`src/rtl/bin_to_bcd_seq_pkg.sv`:
```
`default_nettype none
// ============================================================================
// Module      : bin_to_bcd_seq_pkg
// Description : Shared definitions for the sequential binary-to-BCD converter.
//               Provides the BCD nibble width, the converter state encoding
//               and a pow10() helper that is evaluated at elaboration to build
//               the overflow threshold 10^DIGITS.
// Revision    : 1.0 - initial release
// ============================================================================
package bin_to_bcd_seq_pkg;

  localparam int BCD_NIBBLE_W = 4;

  // Wide enough to hold 10^6 (needs 20 bits) with margin.
  localparam int POW10_W = 24;

  typedef enum logic [0:0] {
    IDLE  = 1'b0,
    SHIFT = 1'b1
  } state_t;

  function automatic logic [POW10_W-1:0] pow10(input int n);
    logic [POW10_W-1:0] r;
    r = POW10_W'(1);
    for (int i = 0; i < n; i++) begin
      r = r * POW10_W'(10);
    end
    return r;
  endfunction

endpackage
`default_nettype wire

```
`src/rtl/bin_to_bcd_seq_add3.sv`:
```
`default_nettype none
// ============================================================================
// Module      : bcd_add3
// Description : Combinational double-dabble correction cell: a BCD nibble that
//               is 5 or more gets 3 added so that the following left shift
//               carries correctly into the next decimal digit.
// Ports       : din  - BCD nibble before correction
//               dout - corrected nibble
// Revision    : 1.0 - initial release
// ============================================================================
module bcd_add3
  import bin_to_bcd_seq_pkg::*;
(
  input  logic [BCD_NIBBLE_W-1:0] din,
  output logic [BCD_NIBBLE_W-1:0] dout
);

  always_comb begin
    if (din >= BCD_NIBBLE_W'(5)) begin
      dout = din + BCD_NIBBLE_W'(3);
    end else begin
      dout = din;
    end
  end

endmodule
`default_nettype wire

```
`src/rtl/bin_to_bcd_seq.sv`:
```
`default_nettype none
// ============================================================================
// Module      : bin_to_bcd_seq
// Description : Sequential binary-to-BCD converter (shift-and-add-3). A start
//               pulse in IDLE captures bin_in; WIDTH shift steps later the
//               BCD result is registered on bcd_out with a one-cycle done
//               pulse. Values >= 10^DIGITS saturate to all nines and raise
//               overflow.
// Ports       : clk      - rising-edge clock
//               rst_n    - asynchronous active-low reset
//               start    - conversion request, honoured only in IDLE
//               bin_in   - unsigned binary value, sampled on accept edge
//               busy     - conversion in progress
//               done     - one-cycle pulse when bcd_out is updated
//               bcd_out  - registered BCD result, digit 0 = units
//               overflow - last converted value was >= 10^DIGITS
//               blank_n  - (BIN_TO_BCD_BLANK_EN only) per-digit leading-zero
//                          suppression, 0 = blank this digit
// Options     : define BIN_TO_BCD_BLANK_EN to add the blank_n output.
// Revision    : 1.0 - initial release
// ============================================================================
module bin_to_bcd_seq
  import bin_to_bcd_seq_pkg::*;
#(
  parameter int WIDTH  = 10,
  parameter int DIGITS = 4
) (
  input  logic                             clk,
  input  logic                             rst_n,
  input  logic                             start,
  input  logic [WIDTH-1:0]                 bin_in,
  output logic                             busy,
  output logic                             done,
  output logic [BCD_NIBBLE_W*DIGITS-1:0]   bcd_out,
  output logic                             overflow
`ifdef BIN_TO_BCD_BLANK_EN
  ,
  output logic [DIGITS-1:0]                blank_n
`endif
);

  localparam int BCD_W = BCD_NIBBLE_W * DIGITS;
  localparam int SR_W  = BCD_W + WIDTH;
  localparam int CNT_W = $clog2(WIDTH + 1);
  localparam logic [POW10_W-1:0] OVF_LIMIT = pow10(DIGITS);
  localparam logic [BCD_W-1:0]   ALL_NINES = {DIGITS{4'h9}};

  state_t             state_q, state_d;
  logic [SR_W-1:0]    sr_q, sr_d;
  logic [CNT_W-1:0]   cnt_q, cnt_d;
  logic               ovf_pend_q, ovf_pend_d;
  logic               busy_q, busy_d;
  logic               done_q, done_d;
  logic [BCD_W-1:0]   bcd_q, bcd_d;
  logic               ovf_q, ovf_d;

  logic [SR_W-1:0]    sr_adj;
  logic [SR_W-1:0]    sr_shift;
  logic [BCD_W-1:0]   bcd_new;
  logic               in_ovf;

  // Correct every BCD nibble in parallel, then shift once per step.
  assign sr_adj[WIDTH-1:0] = sr_q[WIDTH-1:0];

  generate
    for (genvar k = 0; k < DIGITS; k++) begin : g_digit
      bcd_add3 u_add3 (
        .din  (sr_q  [WIDTH + BCD_NIBBLE_W*k +: BCD_NIBBLE_W]),
        .dout (sr_adj[WIDTH + BCD_NIBBLE_W*k +: BCD_NIBBLE_W])
      );
    end
  endgenerate

  assign sr_shift = {sr_adj[SR_W-2:0], 1'b0};
  assign bcd_new  = ovf_pend_q ? ALL_NINES : sr_shift[SR_W-1:WIDTH];
  assign in_ovf   = (POW10_W'(bin_in) >= OVF_LIMIT);

`ifdef BIN_TO_BCD_BLANK_EN
  logic [DIGITS-1:0] blank_n_q, blank_n_d;
  logic [DIGITS-1:0] blank_new;

  // Scan from the most significant digit down; a digit is shown once any
  // digit at or above it is non-zero. The units digit is always shown.
  always_comb begin : p_blank
    logic any_nz;
    any_nz    = 1'b0;
    blank_new = '0;
    for (int k = DIGITS - 1; k >= 0; k--) begin
      any_nz       = any_nz | (|bcd_new[BCD_NIBBLE_W*k +: BCD_NIBBLE_W]);
      blank_new[k] = any_nz | (k == 0);
    end
  end
`endif

  always_comb begin
    state_d    = state_q;
    sr_d       = sr_q;
    cnt_d      = cnt_q;
    ovf_pend_d = ovf_pend_q;
    busy_d     = busy_q;
    done_d     = 1'b0;
    bcd_d      = bcd_q;
    ovf_d      = ovf_q;
`ifdef BIN_TO_BCD_BLANK_EN
    blank_n_d  = blank_n_q;
`endif
    case (state_q)
      IDLE: begin
        if (start) begin
          sr_d       = {{BCD_W{1'b0}}, bin_in};
          cnt_d      = CNT_W'(WIDTH);
          ovf_pend_d = in_ovf;
          busy_d     = 1'b1;
          state_d    = SHIFT;
        end
      end
      SHIFT: begin
        sr_d  = sr_shift;
        cnt_d = cnt_q - CNT_W'(1);
        if (cnt_q == CNT_W'(1)) begin
          bcd_d     = bcd_new;
          ovf_d     = ovf_pend_q;
          done_d    = 1'b1;
          busy_d    = 1'b0;
          state_d   = IDLE;
`ifdef BIN_TO_BCD_BLANK_EN
          blank_n_d = blank_new;
`endif
        end
      end
      default: begin
        state_d = IDLE;
        busy_d  = 1'b0;
      end
    endcase
  end

  always_ff @(posedge clk or negedge rst_n) begin
    if (!rst_n) begin
      state_q    <= IDLE;
      sr_q       <= '0;
      cnt_q      <= '0;
      ovf_pend_q <= 1'b0;
      busy_q     <= 1'b0;
      done_q     <= 1'b0;
      bcd_q      <= '0;
      ovf_q      <= 1'b0;
`ifdef BIN_TO_BCD_BLANK_EN
      blank_n_q  <= DIGITS'(1);
`endif
    end else begin
      state_q    <= state_d;
      sr_q       <= sr_d;
      cnt_q      <= cnt_d;
      ovf_pend_q <= ovf_pend_d;
      busy_q     <= busy_d;
      done_q     <= done_d;
      bcd_q      <= bcd_d;
      ovf_q      <= ovf_d;
`ifdef BIN_TO_BCD_BLANK_EN
      blank_n_q  <= blank_n_d;
`endif
    end
  end

  assign busy     = busy_q;
  assign done     = done_q;
  assign bcd_out  = bcd_q;
  assign overflow = ovf_q;
`ifdef BIN_TO_BCD_BLANK_EN
  assign blank_n  = blank_n_q;
`endif

endmodule
`default_nettype wire

```
`config.mk`:
```
export PLATFORM = sky130hd
export DESIGN_NAME = bin_to_bcd_seq
export DESIGN_NICKNAME = d
export VERILOG_FILES = /design/src/rtl/bin_to_bcd_seq_pkg.sv /design/src/rtl/bin_to_bcd_seq_add3.sv /design/src/rtl/bin_to_bcd_seq.sv
export SDC_FILE = /design/constraint.sdc
export NUM_CORES = 1
export LEC_CHECK = 0
export BUFFER_PORTS_ARGS = -buffer_cell sky130_fd_sc_hd__buf_2
export CAP_MARGIN = 30
export CORE_ASPECT_RATIO = 1.2
export CORE_UTILIZATION = 56
export DETAILED_ROUTE_END_ITERATION = 6
export PLACE_DENSITY_LB_ADDON = 0.3
export SYNTH_ARGS = -nofsm -noshare
export SYNTH_HDL_FRONTEND = slang
export SYNTH_SLANG_ARGS = --single-unit
```
`constraint.sdc`:
```
create_clock -name clk -period 1.9 [get_ports clk]
set_input_delay 0.095 -clock clk [delete_from_list [all_inputs] [get_ports clk]]
set_output_delay 0.095 -clock clk [all_outputs]
set_load 0.01 [all_outputs]
```
==> results of run 1 <==
## power groups by stage
stage	Sequential, uW	Clock (uW)	Combinational [uW]
2_1_floorplan	1850	0	1370
3_3_place_gp	1820	0	1830
3_5_place_dp	1830	0	1920
4_1_cts	1820	777	1920
5_1_grt	1890	821	2160
6_report	1820	756	1890
## repair_timing
item	in CTS	in global routing
hold buffers	1	0
setup endpoints to repair	0	0
endpoints found under the hold margin	23	0
## final timing paths
check                           slack, ns  cells past startpoint          end
max in group asynchronous            1.07                      3     cnt_q[2]
worst min register to register       0.48                      2  bcd_out[11]
worst max-delay path                 0.24                      6     sr_q[12]
worst min-delay path                 0.06                      3      sr_q[0]
worst max register to register       0.24                      6     sr_q[12]
min in group asynchronous            0.32                      2  bcd_out[12]
## through the flow
| stage | cells | hold WS (ns) | setup WS [ns] | instance area (um^2) |
|---|---|---|---|---|
| 6_report | 313 | 0.0557 | 0.243 | 2610 |
| 5_1_grt | 313 | 0.0533 | 0.135 | 2610 |
| 4_1_cts | 313 | 0.0440 | 0.246 | 2610 |
| 3_5_place_dp | 304 | 0.116 | 0.268 | 2480 |
| 3_3_place_gp | 304 | 0.115 | 0.305 | 2480 |
| 2_1_floorplan | 228 | -0.201 | 0.238 | 2270 |
## cells in the final DEF (no fill, tap or decap), types with 6 or more instances in the layout
master    instances
dfrtp_1          49
nand2_1          42
buf_2            30
o21ai_1          28
o22ai_1          14
a21oi_1          13
mux2i_1          11
inv_1            10
ha_1             10
nor2_1            6
nor3b_1           6
xnor2_1           6
clkbuf_8          6
## state kept, by name, summed over array words and instances, names as in the netlist
name,cells
busy,1
cnt_q,4
done,1
sr_q,26
state_q,1
bcd_out,16
## routing by layer
layer / up-vias / global-route usage [%] / wire length, um
met5: - / 0 / 0
met4: 0 / 7.75 / 47
met3: 5 / 5.05 / 142
met2: 36 / 34.8 / 1980
met1: 780 / 25.8 / 1770
li1: 837 / - / -
## cell families after synthesis
group / share of synthesized area [%]
xor+xnor: 2.31
buf+inv: 4.79
flops: 53.9
other cells: 0.165
compound gates: 13.9
fa+ha+maj: 5.50
simple gates: 12.6
mux: 6.82
## worst max-delay path, stage by stage, from the launching register on
cell	delay [ns]
dfrtp_1	0.41
inv_1	0.13
ha_1	0.21
nand2b_1	0.08
a21oi_1	0.22
mux2_2	0.38
o22ai_1	0.15
## layout make-up
type / instances / share of cell area (%)
Sequential cell: 49 / 47.0
Multi-Input combinational cell: 154 / 36.0
Timing Repair Buffer: 36 / 8.06
Tap cell: 54 / 2.59
Inverter: 12 / 1.77
Clock inverter: 2 / 1.44
Clock buffer: 6 / 3.17
==> impl_metrics.toml, run 1 <==
[clocking]
post_cts_resized = 0
insertion_delay_ns = 0.30
cts_post_setup_buffers_inserted = 0
clk_pin_slew_ns = 0.08
htreeDepth = 2
cts_tree = "done"
cts_buffers = 5
cts.sinks = 49
clockBufferDepth = 2
cts_root_buf = "clkbuf_8"

[power]
power.internal_uw = 2770
fin_total_pwr_uw = 4470
peakVddDrop_mv = 0.981
switching_share_pct = 38.0
power_density_mw_per_mm2 = 1710
p_switching_uw = 1700
clockPowerShare_pct = 16.9
p_seq_share_pct = 40.7
leakagePower_uw = 0.00124
power_frac_comb_pct = 42.4

[finish]
utilization_pct = 66.7
nets = 281
drive_above_1_share_pct = 18.5
fillCellCount = 319
diodes = 0
seq_area_mm2 = 0.00123
multi_input_area_um2 = 938
area_growth_pct = 14.7

[synthesis]
avgSynthCellArea_um2 = 9.97
yosys.area.top_type = "dfrtp_1"
syn_inst = 228
synth_warnings = 0
synth_edf_count = 0
syn_nets = 251
synth-seq-cells = 49
yosysSeqAreaShare_pct = 53.9
synth_cell_type_count = 28
synthFlopType = "dfrtp_1"
yosysMostFrequentCell = "dfrtp_1"
ys_top_cells_by_count = "49 x dfrtp_1, 42 x nand2_1, 28 x o21ai_1"
synth_area_mm2 = 0.00227
async_reset_ff_share_pct = 100
synthTopCellsByArea = "dfrtp_1 54%, nand2_1 6.9%, o21ai_1 6.2%"
synth.top_cell.area_share_pct = 53.9

[critical_path]
critPathKind = "register to register"
r2r_start = "sr_q[10]"
cp.required_ns = 2.12
crit_path_start_kind = "register"
cp_data_arrival_time_ns = 1.87
cp_max_fo = 3
critPathLaunch = "sr_q[10]"
critPathCaptureType = "register"

[route]
postRouteWirelength_um = 3940
vias_per_cell = 5.30
dr.first_iter.drc_count = 113
dr_total_vias = 1658
avgRoutedWirePerCell_um = 12.6
drc = 0
firstDrtPassIters = 4
antenna_left = 0

[placement]
gp_congestion = 0.792
io_buffer_count = 30
place_hpwl_um = 2820

[floorplanning]
die_h_um = 71.8
io-pin-count = 32
rows = 25
start_util_pct = 58.1
fp.dieW_um = 60.2
core_area_mm2 = 0.00391
die_area_mm2 = 0.00432

[sta]
finalSetupTns_ns = 0
max_freq_mhz = 604
finClkSkew_ns = 0.00523
finalHoldViolCount = 0
post-route-period-util_pct = 87.2
rsz0062_at_grt = "false"
fin_crit_ns = 1.66
drv_slew = 0
setup_viol = 0
relSlewSlack_pct = 63.0
worstMarginPinSlew_ns = 0.554

[hold_path]
worstHoldPathType = "input port to register"
hold_start = "bin_in[0]"

[grt]
antenna_found_initial = 0
grt_pass1_vias = 1622
grt_overflow_total = 0
grt_use_total_pct = 20.9
grt_pass1_wl_um = 6770
grt_max_degree = 33

[run]
cap_violations = 0

[run_status]
status = "finished, final reports clean"
No activity file was read; power rests on OpenSTA's default activity.
==> inputs of run 2 (changes only) <==
--- a/config.mk
+++ b/config.mk
@@ -10,6 +10,7 @@
 export CORE_ASPECT_RATIO = 1.2
 export CORE_UTILIZATION = 56
 export DETAILED_ROUTE_END_ITERATION = 6
+export GPL_TIMING_DRIVEN = 0
 export PLACE_DENSITY_LB_ADDON = 0.3
 export SYNTH_ARGS = -nofsm -noshare
 export SYNTH_HDL_FRONTEND = slang
==> run 2 against run 1 <==
Effect of this change:
- core utilization about the same
- sequential cell count unchanged
- die area unchanged
- largest cell class unchanged
==> impl_metrics.toml, run 2 (synthesis results as in run 1) <==
[floorplanning]
core_area_mm2 = 0.00391
die_h_um = 71.8
rows = 25
die_area_mm2 = 0.00432
fp.dieW_um = 60.2
start_util_pct = 58.1
io-pin-count = 32

[power]
power_frac_comb_pct = 44.7
clockPowerShare_pct = 13.8
power_density_mw_per_mm2 = 1670
leakagePower_uw = 0.00124
peakVddDrop_mv = 0.957
p_switching_uw = 1730
power.internal_uw = 2640
fin_total_pwr_uw = 4370
p_seq_share_pct = 41.5
switching_share_pct = 39.6

[placement]
gp_congestion = 0.814
io_buffer_count = 30
placed_area_mm2 = 0.00251
dp.cells = 313
place_hpwl_um = 3080

[critical_path]
crit_path_start_kind = "register"
crit_buf_inv = 3
cp.required_ns = 2.08
critPathKind = "register to register"
max_stage_delay_ns = 0.41
cp_cell_sequence = "inv_1, ha_1, or4b_1, buf_2, clkinv_2, mux2_1"
cpLargestDelayFamily = "simple AND/OR/NAND/NOR gates"
cp_data_arrival_time_ns = 1.96
cp_max_fo = 10
critPathCaptureType = "register"
critPathSlowestCell = "or4b_1"

[grt]
antenna_found_initial = 0
grt_pass1_vias = 1652
grt_use_total_pct = 22.8
grt_max_degree = 28
gr-usage-met2_pct = 36.3
grt_overflow_total = 0
grt_pass1_wl_um = 7360
use_met3_pct = 5.96
gr-max-usage-layer = "met2"
grtUsageMet1_pct = 28.7

[route]
postRouteWirelength_um = 4190
antenna_left = 0
firstDrtPassIters = 4
drc = 0
vias_per_cell = 5.30
dr.first_iter.drc_count = 86
avgRoutedWirePerCell_um = 13.1
dr_total_vias = 1701

[sta]
post-route-period-util_pct = 93.7
finalSetupTns_ns = 0
rsz0062_at_grt = "false"
max_freq_mhz = 562
worstMarginPinSlew_ns = 0.681
drv_slew = 0
finClkSkew_ns = 0.00447
setup_viol = 0
fin_crit_ns = 1.78
whs_ns = 0.0452
finalHoldViolCount = 0
relSlewSlack_pct = 54.6

[finish]
postLayoutCellArea_mm2 = 0.00261
fillCellCount = 300
drive_above_1_share_pct = 17.2
fin_cells = 321
nets = 290
final_cell_mix = "49 x dfrtp_1, 42 x nand2_1, 32 x buf_2"
area_growth_pct = 14.7
largest_reg_flops = 26
final_common_cell = "dfrtp_1"
diodes = 0
regMostFlops = "sr_q"

[run_status]
status = "finished, final reports clean"

[hold_path]
worstHoldPathType = "input port to register"

[run]
cap_violations = 0

[clocking]
clk_pin_slew_ns = 0.08
clockBufferDepth = 2
cts_tree = "done"
insertion_delay_ns = 0.29
cts_buffers = 5
cts_root_buf = "clkbuf_8"
htreeDepth = 2
cts.sinks = 49
[run 2: cell count changes in the layout (fill, tap and decap cells not counted), sizes merged]
cell      previous run  this run
clkinvlp             1         0
buf                 35        37
clkbuf               6        14
bufinv               1         0
[run 2: power groups by stage]
stage	combinational, uW	clock (uW)	sequential (uW)
after global routing	2240	651	1880
final	1950	602	1810
after CTS	1970	614	1810
after detailed placement	1960	0	1830
after floorplan	1370	0	1850
after global placement	1870	0	1810
[run 2: worst paths after layout]
| path | start | to | slack [ns] | depth (start not counted) |
|---|---|---|---|---|
| hold / removal | bin_in[0] | sr_q[0] | 0.05 | 3 |
| hold reg to reg | bcd_out[9] | bcd_out[9] | 0.48 | 2 |
| min in group asynchronous | rst_n | bcd_out[10] | 0.32 | 2 |
| setup / recovery | cnt_q[1] | bcd_out[14] | 0.12 | 6 |
| max in group asynchronous | rst_n | sr_q[17] | 1.06 | 3 |
| setup reg to reg | cnt_q[1] | bcd_out[14] | 0.12 | 6 |
[run 2: per-stage QoR]
stage	utilization (%)	setup slack (ns)
final	66.7	0.120
after global routing	66.7	0.0519
after global placement	63.7	0.153
after CTS	66.7	0.117
after detailed placement	64.2	0.131
after floorplan	-	0.238
[run 2: per-layer routing]
layer  share of wire [%]  vias to the layer above
met4                 2.2                        0
met1                  45                      794
li1                    -                      854
met5                   0                        -
met2                  49                       44
met3                 3.6                        9
[run 2: worst min-delay path: stages]
cell	delay, ns
buf_2	0.08
mux2i_1	0.05
nor2_1	0.07
[run 2: layout make-up]
type	instances	area [um^2]	area share [%]
Sequential cell	49	1230	47.0
Tap cell	54	67.6	2.59
Inverter	12	46.3	1.78
Timing Repair Buffer	32	180	6.91
Buffer	13	62.6	2.40
Clock buffer	7	86.3	3.31
Multi-Input combinational cell	154	938	36.0
[run 2: what timing repair did]
item | CTS | global route
buffers inserted | 0 | 0
endpoints found under the hold margin | 22 | 0
resized for setup | 0 | 0
hold buffers | 1 | 0
==> inputs of run 3 (changes only) <==
--- a/config.mk
+++ b/config.mk
@@ -7,7 +7,7 @@
 export LEC_CHECK = 0
 export BUFFER_PORTS_ARGS = -buffer_cell sky130_fd_sc_hd__buf_2
 export CAP_MARGIN = 30
-export CORE_ASPECT_RATIO = 1.2
+export CORE_ASPECT_RATIO = 0.5
 export CORE_UTILIZATION = 56
 export DETAILED_ROUTE_END_ITERATION = 6
 export GPL_TIMING_DRIVEN = 0
==> run 3 against run 2 <==
Effect of this change:
- clock-buffer cell count stayed put
- largest cell class unchanged
- wire length is 5.6% higher
- via count rose by 3.1%
==> impl_metrics.toml, run 3 (synthesis results as in run 1) <==
[placement]
dpl_worst_slack_ns = 0.0897
gp_congestion = 0.799
io_buffer_count = 30
place_hpwl_um = 3300

[floorplanning]
io-pin-count = 32
rows = 15
die_h_um = 47.1
fp.dieW_um = 92.1
core_area_mm2 = 0.00366
die_area_mm2 = 0.00433
start_util_pct = 62.1

[route]
dr_total_vias = 1754
drc = 0
antenna_left = 0
avgRoutedWirePerCell_um = 13.9
vias_per_cell = 5.52
postRouteWirelength_um = 4430
firstDrtPassIters = 4
dr.first_iter.drc_count = 126

[sta]
max_freq_mhz = 556
worst_slack_ns = 0.100
worstMarginPinSlew_ns = 0.659
finalHoldViolCount = 0
fin_crit_ns = 1.80
post-route-period-util_pct = 94.7
relSlewSlack_pct = 56.1
drv_slew = 0
rsz0062_at_grt = "false"
setup_viol = 0
finalSetupTns_ns = 0
whs_ns = 0.0512
finClkSkew_ns = 0.00566

[finish]
diodes = 0
regMostFlops = "sr_q"
final_common_cell = "dfrtp_1"
nets = 290
final_cell_mix = "49 x dfrtp_1, 42 x nand2_1, 32 x buf_2"
utilization_pct = 71.1
fillCellCount = 290
area_growth_pct = 14.5
drive_above_1_share_pct = 17.2
largest_reg_flops = 26

[critical_path]
critPathSlowestCell = "or4b_1"
critPathKind = "register to register"
cp_cell_sequence = "inv_1, ha_1, or4b_1, buf_2, clkinv_2, mux2_1"
max_stage_delay_ns = 0.42
cp_max_fo = 10
cp.required_ns = 2.08
crit_path_start_kind = "register"
cp_data_arrival_time_ns = 1.98
critPathCaptureType = "register"

[clocking]
cts_root_buf = "clkbuf_8"
post_cts_resized = 0
insertion_delay_ns = 0.29
cts_buffers = 5
cts_tree = "done"
clockBufferDepth = 2
htreeDepth = 2
cts.sinks = 49
cts_post_setup_buffers_inserted = 0
clk_pin_slew_ns = 0.08

[power]
leakagePower_uw = 0.00124
peakVddDrop_mv = 0.621
fin_total_pwr_uw = 4390
power_density_mw_per_mm2 = 1690

[grt]
grt_max_degree = 27
grt_pass1_vias = 1666
grt_pass1_wl_um = 7670
grt_overflow_total = 0
antenna_found_initial = 0
grt_use_total_pct = 23.6

[hold_path]
worstHoldPathType = "input port to register"

[run]
cap_violations = 0

[run_status]
status = "finished, final reports clean"
run 3: cell counts in the layout (fill, tap and decap cells not counted):
No cell type changed its count.
run 3: area by class of cell:
type / count / area (um^2) / share of cell area, %
Buffer: 13 / 62.6 / 2.40
Inverter: 12 / 46.3 / 1.78
Timing Repair Buffer: 32 / 180 / 6.92
Tap cell: 51 / 63.8 / 2.45
Clock buffer: 7 / 86.3 / 3.32
Sequential cell: 49 / 1230 / 47.1
Multi-Input combinational cell: 154 / 938 / 36.0
run 3: path summary, 6_finish.rpt:
check | slack, ns | to | depth (start not counted) | startpoint
setup / recovery | 0.10 | bcd_out[14] | 6 | cnt_q[1]
hold / removal | 0.05 | sr_q[0] | 3 | bin_in[0]
setup reg to reg | 0.10 | bcd_out[14] | 6 | cnt_q[1]
hold reg to reg | 0.48 | bcd_out[3] | 2 | bcd_out[3]
max in group asynchronous | 1.06 | bcd_out[12] | 3 | rst_n
min in group asynchronous | 0.31 | bcd_out[8] | 2 | rst_n
run 3: where the power goes:
part	switching [uW]	total [uW]	internal (uW)
clock	316	605	289
sequential	320	1820	1500
combinational	1110	1970	855
run 3: stage by stage:
stage	instance area (um^2)	cells
2_1_floorplan	2270	228
3_3_place_gp	2490	309
3_5_place_dp	2510	310
4_1_cts	2600	318
5_1_grt	2600	318
6_report	2600	318
run 3: metal layers:
| layer | track usage [%] | vias to the layer above | part of all wire (%) |
|---|---|---|---|
| li1 | - | 848 | - |
| met1 | 29.5 | 859 | 45 |
| met2 | 44.9 | 43 | 49 |
| met3 | 4.85 | 4 | 5.1 |
| met4 | 4.69 | 0 | 0.47 |
| met5 | 0 | - | 0 |
run 3: timing repair:
| item | 4_1_cts | 5_1_grt |
|---|---|---|
| setup endpoints to repair | 0 | 0 |
| hold buffers | 1 | 0 |
| hold endpoints to repair | 23 | 0 |
run 3: critical path: cells and delay by family, from the launching register on:
kind	cells	cell delay, ns
fa+ha+maj	1	0.14
flops	1	0.40
mux	1	0.32
simple gates	1	0.42
buf+inv	3	0.39
